[src/rtl/machine_mode_types_1_11_pkg.sv]
// Shared machine-mode trap types: exception codes, tval source select,
// interrupt-bit position helper. Optional build macro: PRV_TVAL_INSN_EN.
package machine_mode_types_1_11_pkg;

  localparam int unsigned CODE_W       = 8;
  localparam int unsigned INTR_CAUSE_W = 5;

  typedef enum logic [4:0] {
    EX_MAL_INSN     = 5'd0,
    EX_FAULT_INSN   = 5'd1,
    EX_ILLEGAL_INSN = 5'd2,
    EX_BREAKPOINT   = 5'd3,
    EX_MAL_L        = 5'd4,
    EX_FAULT_L      = 5'd5,
    EX_MAL_S        = 5'd6,
    EX_FAULT_S      = 5'd7,
    EX_ENV_M        = 5'd11
  } ex_code_t;

  typedef enum logic [1:0] {
    TVAL_ZERO = 2'd0,
    TVAL_ADDR = 2'd1,
    TVAL_INSN = 2'd2
  } tval_sel_e;

  // mcause interrupt flag sits in the MSB of the XLEN-wide register
  function automatic int unsigned intr_bit_pos(input int unsigned xlen);
    return xlen - 1;
  endfunction

endpackage

[src/rtl/prv_trap_sequencer_if.sv]
// Trap sequencer bus: event/CSR inputs from the pipeline, commit/redirect outputs.
interface prv_trap_sequencer_if #(
  parameter int unsigned XLEN           = 32,
  parameter int unsigned NUM_EXTENSIONS = 4
);
  logic                      fault_insn;
  logic                      mal_insn;
  logic                      illegal_insn;
  logic                      fault_l;
  logic                      mal_l;
  logic                      fault_s;
  logic                      mal_s;
  logic                      breakpoint;
  logic                      env_m;
  logic [NUM_EXTENSIONS-1:0] ex_rmgmt;
  logic                      ret;
  logic                      intr;
  logic [4:0]                intr_cause;
  logic [XLEN-1:0]           epc;
  logic [XLEN-1:0]           badaddr;
  logic [XLEN-1:0]           insn_bits;
  logic [XLEN-1:0]           mtvec;
  logic [XLEN-1:0]           mepc_rd;
  logic                      pipe_clear;
  logic                      insert_ack;
  logic                      busy;
  logic                      csr_commit;
  logic                      is_ret;
  logic [XLEN-1:0]           mcause;
  logic [XLEN-1:0]           mepc_wr;
  logic [XLEN-1:0]           mtval_wr;
  logic                      insert_pc;
  logic [XLEN-1:0]           priv_pc;

  modport master (
    output fault_insn, mal_insn, illegal_insn, fault_l, mal_l, fault_s, mal_s,
           breakpoint, env_m, ex_rmgmt, ret, intr, intr_cause, epc, badaddr,
           insn_bits, mtvec, mepc_rd, pipe_clear, insert_ack,
    input  busy, csr_commit, is_ret, mcause, mepc_wr, mtval_wr, insert_pc, priv_pc
  );

  modport slave (
    input  fault_insn, mal_insn, illegal_insn, fault_l, mal_l, fault_s, mal_s,
           breakpoint, env_m, ex_rmgmt, ret, intr, intr_cause, epc, badaddr,
           insn_bits, mtvec, mepc_rd, pipe_clear, insert_ack,
    output busy, csr_commit, is_ret, mcause, mepc_wr, mtval_wr, insert_pc, priv_pc
  );
endinterface

[src/rtl/prv_cause_encoder.sv]
// Combinational trap priority encoder: interrupt > sync exceptions >
// lowest extension request > mret. Uses PRV_TVAL_INSN_EN for illegal-insn tval.
module prv_cause_encoder
  import machine_mode_types_1_11_pkg::*;
#(
  parameter int unsigned NUM_EXTENSIONS   = 4,
  parameter int unsigned RMGMT_CAUSE_BASE = 24
) (
  input  logic                      intr,
  input  logic                      fault_insn,
  input  logic                      mal_insn,
  input  logic                      illegal_insn,
  input  logic                      fault_l,
  input  logic                      mal_l,
  input  logic                      fault_s,
  input  logic                      mal_s,
  input  logic                      breakpoint,
  input  logic                      env_m,
  input  logic [NUM_EXTENSIONS-1:0] ex_rmgmt,
  input  logic                      ret,
  output logic                      valid_c,
  output logic                      is_intr_c,
  output logic                      is_ret_c,
  output logic [CODE_W-1:0]         code_c,
  output tval_sel_e                 tval_sel_c
);

  logic [CODE_W-1:0] rmgmt_code_c;

  // Lowest set extension line wins: scan downwards so the last hit is the lowest
  always_comb begin
    rmgmt_code_c = '0;
    for (int i = int'(NUM_EXTENSIONS) - 1; i >= 0; i--) begin
      if (ex_rmgmt[i]) begin
        rmgmt_code_c = CODE_W'(RMGMT_CAUSE_BASE + 32'(i));
      end
    end
  end

  // Fixed priority chain across all trap sources
  always_comb begin
    valid_c    = 1'b1;
    is_intr_c  = 1'b0;
    is_ret_c   = 1'b0;
    code_c     = '0;
    tval_sel_c = TVAL_ZERO;
    if (intr) begin
      is_intr_c = 1'b1;
    end else if (fault_insn) begin
      code_c     = CODE_W'(EX_FAULT_INSN);
      tval_sel_c = TVAL_ADDR;
    end else if (mal_insn) begin
      code_c     = CODE_W'(EX_MAL_INSN);
      tval_sel_c = TVAL_ADDR;
    end else if (illegal_insn) begin
      code_c     = CODE_W'(EX_ILLEGAL_INSN);
`ifdef PRV_TVAL_INSN_EN
      tval_sel_c = TVAL_INSN;
`else
      tval_sel_c = TVAL_ZERO;
`endif
    end else if (breakpoint) begin
      code_c = CODE_W'(EX_BREAKPOINT);
    end else if (env_m) begin
      code_c = CODE_W'(EX_ENV_M);
    end else if (mal_l) begin
      code_c     = CODE_W'(EX_MAL_L);
      tval_sel_c = TVAL_ADDR;
    end else if (mal_s) begin
      code_c     = CODE_W'(EX_MAL_S);
      tval_sel_c = TVAL_ADDR;
    end else if (fault_l) begin
      code_c     = CODE_W'(EX_FAULT_L);
      tval_sel_c = TVAL_ADDR;
    end else if (fault_s) begin
      code_c     = CODE_W'(EX_FAULT_S);
      tval_sel_c = TVAL_ADDR;
    end else if (|ex_rmgmt) begin
      code_c = rmgmt_code_c;
    end else if (ret) begin
      is_ret_c = 1'b1;
    end else begin
      valid_c = 1'b0;
    end
  end

endmodule

[src/rtl/prv_trap_sequencer.sv]
// Multi-cycle trap/mret sequencer: capture, wait for pipeline flush, one-cycle
// CSR commit, then hold the redirect until fetch acks. Optional macro: PRV_TVAL_INSN_EN.
module prv_trap_sequencer
  import machine_mode_types_1_11_pkg::*;
#(
  parameter int unsigned NUM_EXTENSIONS   = 4,
  parameter int unsigned RMGMT_CAUSE_BASE = 24,
  parameter int unsigned XLEN             = 32
) (
  input logic           CLK,
  input logic           nRST,
  prv_trap_sequencer_if.slave bus
);

  localparam int unsigned INTR_BIT = intr_bit_pos(XLEN);

  typedef enum logic [1:0] {
    S_IDLE       = 2'd0,
    S_WAIT_CLEAR = 2'd1,
    S_COMMIT     = 2'd2,
    S_INSERT     = 2'd3
  } state_e;

  state_e            state_q, state_d;
  logic              busy_q, busy_d;
  logic              csr_commit_q, csr_commit_d;
  logic              is_ret_q, is_ret_d;
  logic              insert_pc_q, insert_pc_d;
  logic              cap_ret_q, cap_ret_d;
  logic [XLEN-1:0]   mcause_q, mcause_d;
  logic [XLEN-1:0]   mepc_wr_q, mepc_wr_d;
  logic [XLEN-1:0]   mtval_wr_q, mtval_wr_d;
  logic [XLEN-1:0]   priv_pc_q, priv_pc_d;

  logic              enc_valid_c;
  logic              enc_is_intr_c;
  logic              enc_is_ret_c;
  logic [CODE_W-1:0] enc_code_c;
  tval_sel_e         enc_tval_sel_c;
  logic [XLEN-1:0]   tvec_base_c;
  logic [XLEN-1:0]   tval_c;

  prv_cause_encoder #(
    .NUM_EXTENSIONS   (NUM_EXTENSIONS),
    .RMGMT_CAUSE_BASE (RMGMT_CAUSE_BASE)
  ) u_cause_encoder (
    .intr         (bus.intr),
    .fault_insn   (bus.fault_insn),
    .mal_insn     (bus.mal_insn),
    .illegal_insn (bus.illegal_insn),
    .fault_l      (bus.fault_l),
    .mal_l        (bus.mal_l),
    .fault_s      (bus.fault_s),
    .mal_s        (bus.mal_s),
    .breakpoint   (bus.breakpoint),
    .env_m        (bus.env_m),
    .ex_rmgmt     (bus.ex_rmgmt),
    .ret          (bus.ret),
    .valid_c      (enc_valid_c),
    .is_intr_c    (enc_is_intr_c),
    .is_ret_c     (enc_is_ret_c),
    .code_c       (enc_code_c),
    .tval_sel_c   (enc_tval_sel_c)
  );

  // Low mepc bits are always cleared on return; insn_bits only feeds tval under the option
`ifdef PRV_TVAL_INSN_EN
  logic unused_c;
  assign unused_c = ^bus.mepc_rd[1:0];
`else
  logic unused_c;
  assign unused_c = ^{bus.mepc_rd[1:0], bus.insn_bits};
`endif

  assign tvec_base_c = {bus.mtvec[XLEN-1:2], 2'b00};

  // Trap value source for the captured exception
  always_comb begin
    tval_c = '0;
    unique case (enc_tval_sel_c)
      TVAL_ADDR: tval_c = bus.badaddr;
`ifdef PRV_TVAL_INSN_EN
      TVAL_INSN: tval_c = bus.insn_bits;
`endif
      default:   tval_c = '0;
    endcase
  end

  // Next-state, capture and registered-output logic
  always_comb begin
    state_d    = state_q;
    cap_ret_d  = cap_ret_q;
    mcause_d   = mcause_q;
    mepc_wr_d  = mepc_wr_q;
    mtval_wr_d = mtval_wr_q;
    priv_pc_d  = priv_pc_q;

    unique case (state_q)
      S_IDLE: begin
        if (enc_valid_c) begin
          state_d   = S_WAIT_CLEAR;
          cap_ret_d = enc_is_ret_c;
          if (enc_is_ret_c) begin
            // mret only redirects; trap CSRs keep their last capture
            priv_pc_d = {bus.mepc_rd[XLEN-1:2], 2'b00};
          end else if (enc_is_intr_c) begin
            mcause_d                     = '0;
            mcause_d[INTR_BIT]           = 1'b1;
            mcause_d[INTR_CAUSE_W-1:0]   = bus.intr_cause;
            mepc_wr_d                    = bus.epc;
            mtval_wr_d                   = '0;
            priv_pc_d                    = tvec_base_c;
            if (bus.mtvec[1:0] == 2'b01) begin
              priv_pc_d = tvec_base_c + XLEN'({bus.intr_cause, 2'b00});
            end
          end else begin
            mcause_d   = XLEN'(enc_code_c);
            mepc_wr_d  = bus.epc;
            mtval_wr_d = tval_c;
            priv_pc_d  = tvec_base_c;
          end
        end
      end
      S_WAIT_CLEAR: begin
        if (bus.pipe_clear) begin
          state_d = S_COMMIT;
        end
      end
      S_COMMIT: begin
        state_d = S_INSERT;
      end
      S_INSERT: begin
        if (bus.insert_ack) begin
          state_d = S_IDLE;
        end
      end
      default: begin
        state_d = S_IDLE;
      end
    endcase

    busy_d       = (state_d != S_IDLE);
    csr_commit_d = (state_d == S_COMMIT);
    is_ret_d     = csr_commit_d && cap_ret_d;
    insert_pc_d  = (state_d == S_INSERT);
  end

  // State and output registers; reset aborts any sequence in flight
  always_ff @(posedge CLK or negedge nRST) begin
    if (!nRST) begin
      state_q      <= S_IDLE;
      busy_q       <= 1'b0;
      csr_commit_q <= 1'b0;
      is_ret_q     <= 1'b0;
      insert_pc_q  <= 1'b0;
      cap_ret_q    <= 1'b0;
      mcause_q     <= '0;
      mepc_wr_q    <= '0;
      mtval_wr_q   <= '0;
      priv_pc_q    <= '0;
    end else begin
      state_q      <= state_d;
      busy_q       <= busy_d;
      csr_commit_q <= csr_commit_d;
      is_ret_q     <= is_ret_d;
      insert_pc_q  <= insert_pc_d;
      cap_ret_q    <= cap_ret_d;
      mcause_q     <= mcause_d;
      mepc_wr_q    <= mepc_wr_d;
      mtval_wr_q   <= mtval_wr_d;
      priv_pc_q    <= priv_pc_d;
    end
  end

  assign bus.busy       = busy_q;
  assign bus.csr_commit = csr_commit_q;
  assign bus.is_ret     = is_ret_q;
  assign bus.mcause     = mcause_q;
  assign bus.mepc_wr    = mepc_wr_q;
  assign bus.mtval_wr   = mtval_wr_q;
  assign bus.insert_pc  = insert_pc_q;
  assign bus.priv_pc    = priv_pc_q;

endmodule

[src/flat_wrapper.sv]
// flat-port wrapper written by rule: the top's interface ports become plain ports
module prv_trap_sequencer_flat import machine_mode_types_1_11_pkg::*;
#(
  parameter int unsigned NUM_EXTENSIONS   = 4,
  parameter int unsigned RMGMT_CAUSE_BASE = 24,
  parameter int unsigned XLEN             = 32
)
  (CLK, nRST, bus_fault_insn, bus_mal_insn, bus_illegal_insn, bus_fault_l, bus_mal_l, bus_fault_s, bus_mal_s, bus_breakpoint, bus_env_m, bus_ex_rmgmt, bus_ret, bus_intr, bus_intr_cause, bus_epc, bus_badaddr, bus_insn_bits, bus_mtvec, bus_mepc_rd, bus_pipe_clear, bus_insert_ack, bus_busy, bus_csr_commit, bus_is_ret, bus_mcause, bus_mepc_wr, bus_mtval_wr, bus_insert_pc, bus_priv_pc);
  prv_trap_sequencer_if #(.XLEN(XLEN), .NUM_EXTENSIONS(NUM_EXTENSIONS)) bus_i ();
  input logic CLK;
  input logic nRST;
  input wire logic [$bits(bus_i.fault_insn)-1:0] bus_fault_insn;
  input wire logic [$bits(bus_i.mal_insn)-1:0] bus_mal_insn;
  input wire logic [$bits(bus_i.illegal_insn)-1:0] bus_illegal_insn;
  input wire logic [$bits(bus_i.fault_l)-1:0] bus_fault_l;
  input wire logic [$bits(bus_i.mal_l)-1:0] bus_mal_l;
  input wire logic [$bits(bus_i.fault_s)-1:0] bus_fault_s;
  input wire logic [$bits(bus_i.mal_s)-1:0] bus_mal_s;
  input wire logic [$bits(bus_i.breakpoint)-1:0] bus_breakpoint;
  input wire logic [$bits(bus_i.env_m)-1:0] bus_env_m;
  input wire logic [$bits(bus_i.ex_rmgmt)-1:0] bus_ex_rmgmt;
  input wire logic [$bits(bus_i.ret)-1:0] bus_ret;
  input wire logic [$bits(bus_i.intr)-1:0] bus_intr;
  input wire logic [$bits(bus_i.intr_cause)-1:0] bus_intr_cause;
  input wire logic [$bits(bus_i.epc)-1:0] bus_epc;
  input wire logic [$bits(bus_i.badaddr)-1:0] bus_badaddr;
  input wire logic [$bits(bus_i.insn_bits)-1:0] bus_insn_bits;
  input wire logic [$bits(bus_i.mtvec)-1:0] bus_mtvec;
  input wire logic [$bits(bus_i.mepc_rd)-1:0] bus_mepc_rd;
  input wire logic [$bits(bus_i.pipe_clear)-1:0] bus_pipe_clear;
  input wire logic [$bits(bus_i.insert_ack)-1:0] bus_insert_ack;
  output wire logic [$bits(bus_i.busy)-1:0] bus_busy;
  output wire logic [$bits(bus_i.csr_commit)-1:0] bus_csr_commit;
  output wire logic [$bits(bus_i.is_ret)-1:0] bus_is_ret;
  output wire logic [$bits(bus_i.mcause)-1:0] bus_mcause;
  output wire logic [$bits(bus_i.mepc_wr)-1:0] bus_mepc_wr;
  output wire logic [$bits(bus_i.mtval_wr)-1:0] bus_mtval_wr;
  output wire logic [$bits(bus_i.insert_pc)-1:0] bus_insert_pc;
  output wire logic [$bits(bus_i.priv_pc)-1:0] bus_priv_pc;
  assign bus_i.fault_insn = bus_fault_insn;
  assign bus_i.mal_insn = bus_mal_insn;
  assign bus_i.illegal_insn = bus_illegal_insn;
  assign bus_i.fault_l = bus_fault_l;
  assign bus_i.mal_l = bus_mal_l;
  assign bus_i.fault_s = bus_fault_s;
  assign bus_i.mal_s = bus_mal_s;
  assign bus_i.breakpoint = bus_breakpoint;
  assign bus_i.env_m = bus_env_m;
  assign bus_i.ex_rmgmt = bus_ex_rmgmt;
  assign bus_i.ret = bus_ret;
  assign bus_i.intr = bus_intr;
  assign bus_i.intr_cause = bus_intr_cause;
  assign bus_i.epc = bus_epc;
  assign bus_i.badaddr = bus_badaddr;
  assign bus_i.insn_bits = bus_insn_bits;
  assign bus_i.mtvec = bus_mtvec;
  assign bus_i.mepc_rd = bus_mepc_rd;
  assign bus_i.pipe_clear = bus_pipe_clear;
  assign bus_i.insert_ack = bus_insert_ack;
  assign bus_busy = bus_i.busy;
  assign bus_csr_commit = bus_i.csr_commit;
  assign bus_is_ret = bus_i.is_ret;
  assign bus_mcause = bus_i.mcause;
  assign bus_mepc_wr = bus_i.mepc_wr;
  assign bus_mtval_wr = bus_i.mtval_wr;
  assign bus_insert_pc = bus_i.insert_pc;
  assign bus_priv_pc = bus_i.priv_pc;
  prv_trap_sequencer #(.NUM_EXTENSIONS(NUM_EXTENSIONS), .RMGMT_CAUSE_BASE(RMGMT_CAUSE_BASE), .XLEN(XLEN)) u_core (.CLK(CLK), .nRST(nRST), .bus(bus_i));
endmodule
[config.mk]
export PLATFORM = sky130hd
export DESIGN_NAME = prv_trap_sequencer_flat
export DESIGN_NICKNAME = d
export VERILOG_FILES = /design/src/rtl/machine_mode_types_1_11_pkg.sv /design/src/rtl/prv_trap_sequencer_if.sv /design/src/rtl/prv_cause_encoder.sv /design/src/rtl/prv_trap_sequencer.sv /design/src/flat_wrapper.sv
export SDC_FILE = /design/constraint.sdc
export NUM_CORES = 1
export LEC_CHECK = 0
export BUFFER_PORTS_ARGS = -buffer_cell sky130_fd_sc_hd__buf_2
export CELL_PAD_IN_SITES_DETAIL_PLACEMENT = 0
export CELL_PAD_IN_SITES_GLOBAL_PLACEMENT = 2
export CORE_UTILIZATION = 26
export CTS_CLUSTER_SIZE = 8
export DETAILED_ROUTE_END_ITERATION = 10
export PLACE_DENSITY = 0.94
export RECOVER_POWER = 50
export SLEW_MARGIN = 20
export SYNTH_ARGS = -nofsm -noshare
export SYNTH_HDL_FRONTEND = slang
export SYNTH_HIERARCHICAL = 1
export SYNTH_SLANG_ARGS = --single-unit
[constraint.sdc]
create_clock -name CLK -period 5.56 [get_ports CLK]
set_clock_uncertainty 0.15 [all_clocks]
set_input_delay 1.112 -clock CLK [delete_from_list [all_inputs] [get_ports CLK]]
set_output_delay 1.112 -clock CLK [all_outputs]
set_load 0.02 [all_outputs]
==> run metrics <==
synthesized area=0.00580 mm²; die height=151 µm; Synthesis Warnings=6; worst path arrival time=3.60 ns; ratio of cells with drive above 1 in the final layout=23.2%; Post-synth EDFFs=0; count of state elements after synthesis=110; WL per Instance=15.3 µm; Clk Latency, worst-skew pair=0.35 ns; Placed Area=0.00727 mm²; maximum resistive drop on vdd=0.225 mV; Die Area=0.0229 mm²; Initial DRC Count=232; Final nets=1,102; Crit Path Max Fanout=70; Slew Viols, Final=74; Ports=316; Reg area=0.00275 mm²; cell area after layout=0.00746 mm²; post-route ant nets=0; Max Cap Viol=1; first-pass GRT wire length=27,400 µm; slew of the pin with the lowest slew margin=1.89 ns; Mapped Cells=680; DRC=0; Die X=151 µm; share of flip-flops with an asynchronous set or reset=100%; status=finished, violations left; initial antenna violation count=3; clock network power share=18.4%; Post-CTS Setup Bufs=0; fillcell total=2,381; Multi-input gate area=0.00276 mm²; clk slew on worst S/H paths=0.09 ns; maximum clock rate=284 MHz; cell row count=54; vias per inst=4.51; worst endpoint required time=5.64 ns; hold buffer count at CTS=0; Clock Path Buffers=2; Final period util=63.4%; crit path time final=3.52 ns; core footprint=0.0218 mm²; Post-DP HPWL=13,100 µm; synth top area cells=dfrtp_1 (47%), nand2_1 (14%), nand3_1 (5.3%); Hold Path Class=reg -> reg; Layout area overhead=28.6%; top cell type's share of synthesized area=47.4%; GRT Total Usage=15.7%; total gr overflow=0; combinational power share=45.0%; PortBufs=256; Slew HR=-26.3%; worst hold slack=0.313 ns; switch share=46.5%; Crit. End Element=flip-flop; Max H-tree Level=3; most instantiated cells after synthesis=nand2_1 (210), dfrtp_1 (110), nand3_1 (62); post-cts resize count=0; cell area power density=471 mW/mm²; most frequent cell after synthesis=nand2_1; Internal Pwr Total=1880 µW; number of global-route vias before repair=5,045; prevailing post-synth register cell=dfrtp_1; routed vias=5,413; CTS buffer count=9; Critical Path Source Type=input port; area leader, netlist=dfrtp_1; clock root buffer=clkbuf_16; final weighted congestion in routability-driven placement=0.796; synth unique cells=50; Pleak=0.00372 µW; worst setup path class=in -> reg; largest net degree at the start of global routing=74; Sinks on Clock Net=110; Fin. Hold Viols=0; Post-Syn Area per Cell=8.53 µm²; initial core utilization=26.6%; setup violators final=0; drt first pass iters=4; net switching power=1630 µW; CTS tree=built; Routed WL=18,300 µm; failing checks=capacitance limit, slew limit; register area share after synthesis=47.4%; Reg power frac=36.6%; Setup TNS=0 ns; RSZ-0062 raised after global routing=no
## worst max-delay path, stage by stage
cell and delay (ns):
buf_2 0.12, nor4_2 0.44, nand3_1 0.21, or3_1 0.38, nor3b_2 0.17, buf_4 0.23
nand2b_4 0.37, buf_12 0.33, o21ai_0 0.14
## cell type report
class	instances	area share, %
Antenna cell	3	0.101
Clock buffer	9	3.02
Clock inverter	7	0.906
Inverter	9	0.453
Multi-Input combinational cell	517	37.0
Sequential cell	110	36.9
Tap cell	280	4.70
Timing Repair Buffer	265	16.9
## through the flow
step	total power, µW	utilization (%)	setup WS (ns)	instances
floorplan	2340	-	2.22	707
global placement	2950	33.3	1.63	1181
detailed placement	2980	33.3	1.64	1181
CTS	3640	34.7	2.02	1197
global route	3810	34.2	1.84	1199
finish	3520	34.2	2.04	1200
## power by group through the flow
stage                     Combinational, µW  Sequential [µW]  Clock (µW)
after CTS                              1680             1280         681
after global routing                   1770             1330         709
final                                  1580             1290         648
after detailed placement               1690             1290           0
after floorplan                         670             1670           0
after global placement                 1660             1280           0
## metal layers
metal	track usage, %	wire [µm]
met5	0	0
met3	4.82	1630
met1	19.4	7960
met2	26.0	8500
met4	4.70	220
## worst paths after layout
check,end,cells past startpoint,startpoint,slack (ns)
worst max-delay path,u_core/bus.mcause[4]$_DFFE_PN0P_,9,bus_fault_s,2.04
worst min-delay path,u_core/bus.mtval_wr[10]$_DFFE_PN0P_,2,u_core/bus.mtval_wr[10]$_DFFE_PN0P_,0.31
worst max register to register,u_core/bus.mepc_wr[5]$_DFFE_PN0P_,5,u_core/state_q[1]$_DFF_PN0_,3.12
worst min register to register,u_core/bus.mtval_wr[10]$_DFFE_PN0P_,2,u_core/bus.mtval_wr[10]$_DFFE_PN0P_,0.31
max in group asynchronous,u_core/bus.mtval_wr[26]$_DFFE_PN0P_,2,nRST,2.72
min in group asynchronous,u_core/bus.mtval_wr[5]$_DFFE_PN0P_,1,nRST,1.11
## state kept, by name, summed over array words and instances (netlist names)
| name | flops |
|---|---|
| u_core/bus.mcause | 9 |
| u_core/bus.is_ret | 1 |
| u_core/state_q | 2 |
| u_core/bus.priv_pc | 30 |
| u_core/cap_ret_q | 1 |
| u_core/bus.insert_pc | 1 |
| u_core/bus.mtval_wr | 32 |
| u_core/bus.csr_commit | 1 |
| u_core/bus.mepc_wr | 32 |
| u_core/bus.busy | 1 |
## cells by family after synthesis
family	Yosys count	synth area share, %
multiplexers	17	2.93
AND/OR/NAND/NOR	382	31.4
XOR/XNOR	16	2.42
other	2	0.129
flip-flops	110	47.4
adder cells (fa/ha/maj)	6	1.42
AO/OA/AOI/OAI	67	6.77
buffers and inverters	80	7.48
## layout by cell type, fill, tap and decap left out, drive strengths merged, types with 6 or more instances in the layout
cell type / count
a21oi: 28
nor2: 27
and2: 12
clkbuf: 99
dfrtp: 110
mux2i: 17
nand3: 63
conb: 29
nand2: 210
buf: 175
xnor2: 15
and3: 11
o22ai: 6
nor3: 13
nor4: 14
o21ai: 18
inv: 11
(Power assumes the default switching activity.)
